[config.mk]
export PLATFORM = sky130hd
export DESIGN_NAME = wb_arbiter
export DESIGN_NICKNAME = d
export VERILOG_FILES = /design/src/rtl/cpu_pkg.sv /design/src/rtl/wb_fifo.sv /design/src/rtl/wb_arbiter.sv
export SDC_FILE = /design/constraint.sdc
export NUM_CORES = 1
export LEC_CHECK = 0
export ABC_CLOCK_PERIOD_IN_PS = 3200
export CAP_MARGIN = 30
export CORE_MARGIN = 10
export CORE_UTILIZATION = 53
export CTS_CLUSTER_DIAMETER = 100
export DETAILED_ROUTE_END_ITERATION = 16
export GPL_TIMING_DRIVEN = 0
export PLACE_DENSITY = 0.9
export SETUP_SLACK_MARGIN = 0.5
export SKIP_LAST_GASP = 1
export SYNTH_ARGS = -nofsm -noshare
export SYNTH_HDL_FRONTEND = slang
export SYNTH_SLANG_ARGS = --single-unit
[constraint.sdc]
create_clock -name clk -period 3.2 [get_ports clk]
set_input_delay 0.64 -clock clk [delete_from_list [all_inputs] [get_ports clk]]
set_output_delay 0.64 -clock clk [all_outputs]
set_load 0.03 [all_outputs]
[src/rtl/cpu_pkg.sv]
`default_nettype none
// +----------------------------------------------------------------------+
// | cpu_pkg                                                              |
// | Shared register-file widths and the write-back FIFO entry record.    |
// | Revision: 1.0                                                        |
// +----------------------------------------------------------------------+
package cpu_pkg;

    localparam int REG_ID_W = 5;
    localparam int NUM_REGS = 32;
    localparam int XLEN     = 32;

    typedef struct packed {
        logic [REG_ID_W-1:0] rd_id;
        logic [XLEN-1:0]     data;
    } wb_entry_t;

    function automatic logic [NUM_REGS-1:0] reg_onehot(input logic [REG_ID_W-1:0] id);
        logic [NUM_REGS-1:0] v;
        v     = '0;
        v[id] = 1'b1;
        return v;
    endfunction

endpackage
`default_nettype wire

[src/rtl/wb_fifo.sv]
`default_nettype none
// +----------------------------------------------------------------------+
// | wb_fifo                                                              |
// | Synchronous FIFO holding long-latency write-back entries.            |
// | Revision: 1.0                                                        |
// +----------------------------------------------------------------------+
module wb_fifo #(
    parameter int DEPTH = 4,
    parameter int WIDTH = 37
) (
    input  logic             clk,
    input  logic             rst,
    input  logic             push,
    input  logic [WIDTH-1:0] push_data,
    input  logic             pop,
    output logic             full,
    output logic             empty,
    output logic [WIDTH-1:0] head
);

    localparam int PTR_W = $clog2(DEPTH);
    localparam logic [PTR_W:0] c_full_count = (PTR_W+1)'(DEPTH);

    logic [WIDTH-1:0] mem_q [DEPTH];
    logic [PTR_W-1:0] rd_ptr_q, rd_ptr_d;
    logic [PTR_W-1:0] wr_ptr_q, wr_ptr_d;
    logic [PTR_W:0]   count_q,  count_d;

    // DEPTH is a power of two, so the pointers wrap by plain overflow
    always_comb begin
        rd_ptr_d = pop  ? rd_ptr_q + PTR_W'(1) : rd_ptr_q;
        wr_ptr_d = push ? wr_ptr_q + PTR_W'(1) : wr_ptr_q;
        count_d  = count_q;
        if (push && !pop) begin
            count_d = count_q + (PTR_W+1)'(1);
        end else if (pop && !push) begin
            count_d = count_q - (PTR_W+1)'(1);
        end
    end

    always_ff @(posedge clk or posedge rst) begin
        if (rst) begin
            rd_ptr_q <= '0;
            wr_ptr_q <= '0;
            count_q  <= '0;
        end else begin
            rd_ptr_q <= rd_ptr_d;
            wr_ptr_q <= wr_ptr_d;
            count_q  <= count_d;
        end
    end

    always_ff @(posedge clk) begin
        if (push) begin
            mem_q[wr_ptr_q] <= push_data;
        end
    end

    assign full  = (count_q == c_full_count);
    assign empty = (count_q == '0);
    assign head  = mem_q[rd_ptr_q];

endmodule
`default_nettype wire

[src/rtl/wb_arbiter.sv]
`default_nettype none
// +----------------------------------------------------------------------+
// | wb_arbiter                                                           |
// | Merges pipeline and buffered long-latency results onto the register  |
// | file write port; tracks outstanding long-latency writes.             |
// | Revision: 1.0                                                        |
// +----------------------------------------------------------------------+
module wb_arbiter
    import cpu_pkg::*;
#(
    parameter int DWIDTH       = 32,
    parameter int DEPTH        = 4,
    parameter int STARVE_LIMIT = 8
) (
    input  logic                clk,
    input  logic                rst,
    input  logic                p_valid,
    output logic                p_ready,
    input  logic [REG_ID_W-1:0] p_rd_id,
    input  logic [DWIDTH-1:0]   p_data,
    input  logic                l_valid,
    output logic                l_ready,
    input  logic [REG_ID_W-1:0] l_rd_id,
    input  logic [DWIDTH-1:0]   l_data,
    input  logic                issue_valid,
    input  logic [REG_ID_W-1:0] issue_rd_id,
    output logic                we,
    output logic [REG_ID_W-1:0] rdst_id,
    output logic [DWIDTH-1:0]   rdst,
    output logic [NUM_REGS-1:0] busy
);

    localparam int ENTRY_W = REG_ID_W + DWIDTH;
    localparam int AGE_W   = $clog2(STARVE_LIMIT + 1);
    localparam logic [AGE_W-1:0] c_starve_age = AGE_W'(STARVE_LIMIT);

    logic                fifo_push, fifo_pop, fifo_full, fifo_empty;
    logic [ENTRY_W-1:0]  fifo_head;
    logic [REG_ID_W-1:0] head_rd_id;
    logic [DWIDTH-1:0]   head_data;

    logic                starve, sel_pipe;
    logic [AGE_W-1:0]    age_q, age_d;
    logic                we_q, we_d;
    logic [REG_ID_W-1:0] rdst_id_q, rdst_id_d;
    logic [DWIDTH-1:0]   rdst_q, rdst_d;
    logic [NUM_REGS-1:0] busy_q, busy_d, busy_set, busy_clr;

    wb_fifo #(
        .DEPTH (DEPTH),
        .WIDTH (ENTRY_W)
    ) u_fifo (
        .clk       (clk),
        .rst       (rst),
        .push      (fifo_push),
        .push_data ({l_rd_id, l_data}),
        .pop       (fifo_pop),
        .full      (fifo_full),
        .empty     (fifo_empty),
        .head      (fifo_head)
    );

    assign head_rd_id = fifo_head[ENTRY_W-1:DWIDTH];
    assign head_data  = fifo_head[DWIDTH-1:0];

    always_comb begin
        starve    = (age_q == c_starve_age);
        sel_pipe  = p_valid && !starve;
        fifo_pop  = !sel_pipe && !fifo_empty;
        fifo_push = l_valid && !fifo_full;

        // Age measures how long the current head has been passed over
        age_d = age_q;
        if (fifo_pop || fifo_empty) begin
            age_d = '0;
        end else if (!starve) begin
            age_d = age_q + AGE_W'(1);
        end

        we_d      = 1'b0;
        rdst_id_d = rdst_id_q;
        rdst_d    = rdst_q;
        if (sel_pipe) begin
            we_d      = (p_rd_id != '0);
            rdst_id_d = p_rd_id;
            rdst_d    = p_data;
        end else if (fifo_pop) begin
            we_d      = (head_rd_id != '0);
            rdst_id_d = head_rd_id;
            rdst_d    = head_data;
        end

        busy_set = '0;
        busy_clr = '0;
        if (issue_valid && issue_rd_id != '0) begin
            busy_set = reg_onehot(issue_rd_id);
        end
        if (fifo_pop && head_rd_id != '0) begin
            busy_clr = reg_onehot(head_rd_id);
        end
        // A re-issue landing on the retiring register keeps it busy
        busy_d    = (busy_q & ~busy_clr) | busy_set;
        busy_d[0] = 1'b0;
    end

    always_ff @(posedge clk or posedge rst) begin
        if (rst) begin
            age_q     <= '0;
            we_q      <= 1'b0;
            rdst_id_q <= '0;
            rdst_q    <= '0;
            busy_q    <= '0;
        end else begin
            age_q     <= age_d;
            we_q      <= we_d;
            rdst_id_q <= rdst_id_d;
            rdst_q    <= rdst_d;
            busy_q    <= busy_d;
        end
    end

    assign p_ready = !starve;
    assign l_ready = !fifo_full;
    assign we      = we_q;
    assign rdst_id = rdst_id_q;
    assign rdst    = rdst_q;
    assign busy    = busy_q;

endmodule
`default_nettype wire

==> results.cfg <==
[timing]
final.setup.worst_slack_ps = 649.2
setup_tns_ps = 0
final-max-slew-violation-count = 0
finalClockSkew_ps = 16.51
worst_hold_slack_ps = 503.5
timing_hold_violations_final = 0
timing.fmax_ghz = 0.3920
finalWorstPathRequiredPeriod_ps = 2551
slew_headroom_pct = 35.42
final_min_period_over_clock_period_pct = 79.71
finalSetupViolCount = 0
rsz0062_at_grt = no
worst_slew_pin_slew_ps = 961.3

[floorplanning]
die-area_um2 = 22710
chipWidth_um = 150.7
core-area_um2 = 16640
initial_core_util_pct = 54.39
vertical_extent_of_the_die_um = 150.7
floorplan.rows = 47
i_o_pins = 156

[grt]
first_global_vias = 6443
grt.overflow.total = 0
grt_usage_pct = 20.53
grt_first_pass_wirelength_um = 36090
grt_antenna_before_repair = 2
grt_start_max_net_pins = 44

[clock_tree]
clk_transition_reported_paths_ps = 70
postCtsHoldBufs = 0
ctsRootBufferMaster = clkbuf_16
ctsHtreeMaxLevel = 1
worstSkewPairLatency_ps = 510
tritoncts = yes
cts_buffers = 23
cts.path.max_buffers = 3
number_of_buffers_inserted_to_repair_setup_after_cts = 0
sinks_on_clock_net = 228

[logic_synthesis]
synth-seq-area-share_pct = 71.21
net_count_synth = 712
syn-cell-area_um2 = 9052
synth.area.top_cells = edfxtp_1 (49%), dfrtp_1 (22%), mux4_2 (9.0%), nand2_1 (5.6%), a31oi_1 (2.6%)
yosys.area.top_type = edfxtp_1
average_footprint_of_a_synthesized_cell_um2 = 14.60
synth-main-ff-cell = edfxtp_1
async_reset_ff_share_pct = 35.09
yosys_warnings = 0
netlist-cell-type-count = 35
synthMostInstantiatedCell = edfxtp_1
yosys-top-cells-count = edfxtp_1 (148), nand2_1 (136), dfrtp_1 (80)
ys_seq_elements = 228
post-synth-top-area-fraction_pct = 49.09
syn_inst = 620
synth-edff-count = 148

[hold_path]
holdCritPathClass = reg2reg

[final_layout]
drive_gt1_share_pct = 11.21
insertedDiodeCount = 0
area.growth.synth_to_final_pct = 29.76
layout.nets = 896
n_fill_cell = 1068
finish.instance_area_um2 = 11750

[setup_path]
critPathMaxStageDelay_ps = 710
critPathLaunch = u_fifo.count_q[0]
regToRegEndpoint = u_fifo.count_q[2]
critPathLaunchType = register
crit_path_max_fanout = 6
worstPathArrival_ps = 1910
critPathBufInv = 1
timing.critical_path.depth = 3
criticalPathCategory = reg2out
r2r_cells = 10
worst-endpoint-required_ps = 2560
critical_path.slowest_cell = clkdlybuf4s50_1
r2r_start = u_fifo.count_q[0]
crit_path_cell_trace = nor2_1 > nand2_1 > clkdlybuf4s50_1
critical_path.endpoint_type = output port
cp_top_family = buffers and inverters
setup.reg_to_reg.worst_slack_ps = 670
setup.worst_path.end = l_ready

[pwr]
p_total_w = 0.01138
leakagePower_nw = 4.324
power.density_cell_area_nw_per_um2 = 968.5
irDropWorstVdd_mv = 0.5920

[placement]
dp_worst_setup_slack_ps = 61.77
placed_area_um2 = 10990
detailedPlacementHpwl_um = 16130
gp_routability_congestion = 0.8952
numPortBuffers = 154

[drt]
drt-initial-drc-count = 459
ant_nets = 0
count_of_unresolved_drc_violations_after_routing = 0
vias = 6117
drt_pre_antenna_iters = 6
route.detailed.vias_per_inst = 5.876
detail_route.wirelength_um = 23710
route.detailed.wl_per_inst_um = 22.78

[job]
drv.max_cap_violation_count = 0

[status]
outcome = completed
[area by class of cell]
type | count | area (um^2) | area share, %
Clock buffer | 30 | 631.9 | 5.379
Inverter | 10 | 40.04 | 0.3409
Buffer | 33 | 145.1 | 1.236
Multi-Input combinational cell | 349 | 2434 | 20.72
Clock inverter | 12 | 118.9 | 1.012
Tap cell | 220 | 275.3 | 2.343
Sequential cell | 228 | 6446 | 54.88
Timing Repair Buffer | 159 | 1655 | 14.09
[report_power, final]
group	total [W]	switching (W)	leakage (nW)	internal, W
clock	0.00266	0.00110	0.364	0.00156
combinational	0.00433	0.00256	1.66	0.00178
sequential	0.00439	0.000387	2.30	0.00400
total	0.0114	0.00404	4.32	0.00733
[what timing repair did]
| action | 4_1_cts | 5_1_grt |
|---|---|---|
| setup endpoints to repair | 3 | 4 |
| cloned | 0 | 0 |
| resized for setup | 2 | 5 |
| pin swaps | 0 | 0 |
| endpoints found under the hold margin | 0 | 0 |
[cell usage in the layout, fill, tap and decap left out, types with 4 or more instances in the layout]
cell type | netlist | routed
and3_2 | 0 | 4
clkbuf_16 | 0 | 23
clkbuf_1 | 22 | 24
nor3_1 | 6 | 6
buf_2 | 4 | 4
nand2b_1 | 5 | 5
nor2_1 | 47 | 47
nand2_1 | 136 | 136
a31oi_1 | 37 | 37
clkdlybuf4s50_1 | 0 | 153
inv_1 | 10 | 9
mux4_2 | 36 | 36
edfxtp_1 | 148 | 148
o21ai_0 | 20 | 20
o31ai_1 | 17 | 17
dfrtp_1 | 80 | 80
xnor2_1 | 5 | 5
ha_1 | 7 | 7
buf_1 | 5 | 5
[per-layer routing]
layer  share of wire [%]  track usage (%)  routed length (um)
met1                  38            24.96                9031
met2                  49            35.07               11730
met3                  10            5.522                2385
met4                 2.3            6.449                 534
met5                0.14                0                  34
[sequential cells by signal, indices dropped and copies added, names as in the netlist]
register         count
u_fifo.count_q       3
rdst_id              5
busy                31
u_fifo.rd_ptr_q      2
age_q                4
u_fifo.wr_ptr_q      2
rdst                32
u_fifo.mem_q       148
we                   1
[stage by stage]
stage | std cells | util (%)
6_report | 1041 | 70.58
3_3_place_gp | 994 | 65.31
5_1_grt | 1041 | 70.58
4_1_cts | 1041 | 70.56
3_5_place_dp | 999 | 66.05
2_1_floorplan | 620 | -
[worst min path at each step]
stage / start / end / slack (ps) / cells after the start
2_1_floorplan: age_q[0] / age_q[0] / 470 / 1
3_3_place_gp: busy[18] / busy[18] / 480 / 2
3_5_place_dp: busy[6] / busy[6] / 490 / 2
4_1_cts: busy[18] / busy[18] / 500 / 2
5_1_grt: u_fifo.count_q[2] / u_fifo.count_q[2] / 530 / 1
6_report: busy[18] / busy[18] / 500 / 2
[worst reg2reg max path, stage by stage, from the launching register on]
cell and delay (ps):
dfrtp_1 440, or3_1 380, clkbuf_1 180, o21ai_0 140
buf_4 230, ha_1 200, inv_1 60, fa_1 370
xor2_1 160, nor2_1 110, xor2_1 160
[cell families after synthesis]
| group | Yosys count | synth area share [%] |
|---|---|---|
| adders and majority gates | 8 | 1.189 |
| xor gates and xnor gates | 8 | 0.7740 |
| other | 1 | 0.04143 |
| and+or+nand+nor | 217 | 10.03 |
| buffers and inverters | 43 | 1.963 |
| DFF | 228 | 71.21 |
| muxes | 39 | 9.496 |
| AOI/OAI and AO/OA | 76 | 5.294 |
No activity file was read; power rests on OpenSTA's default activity.
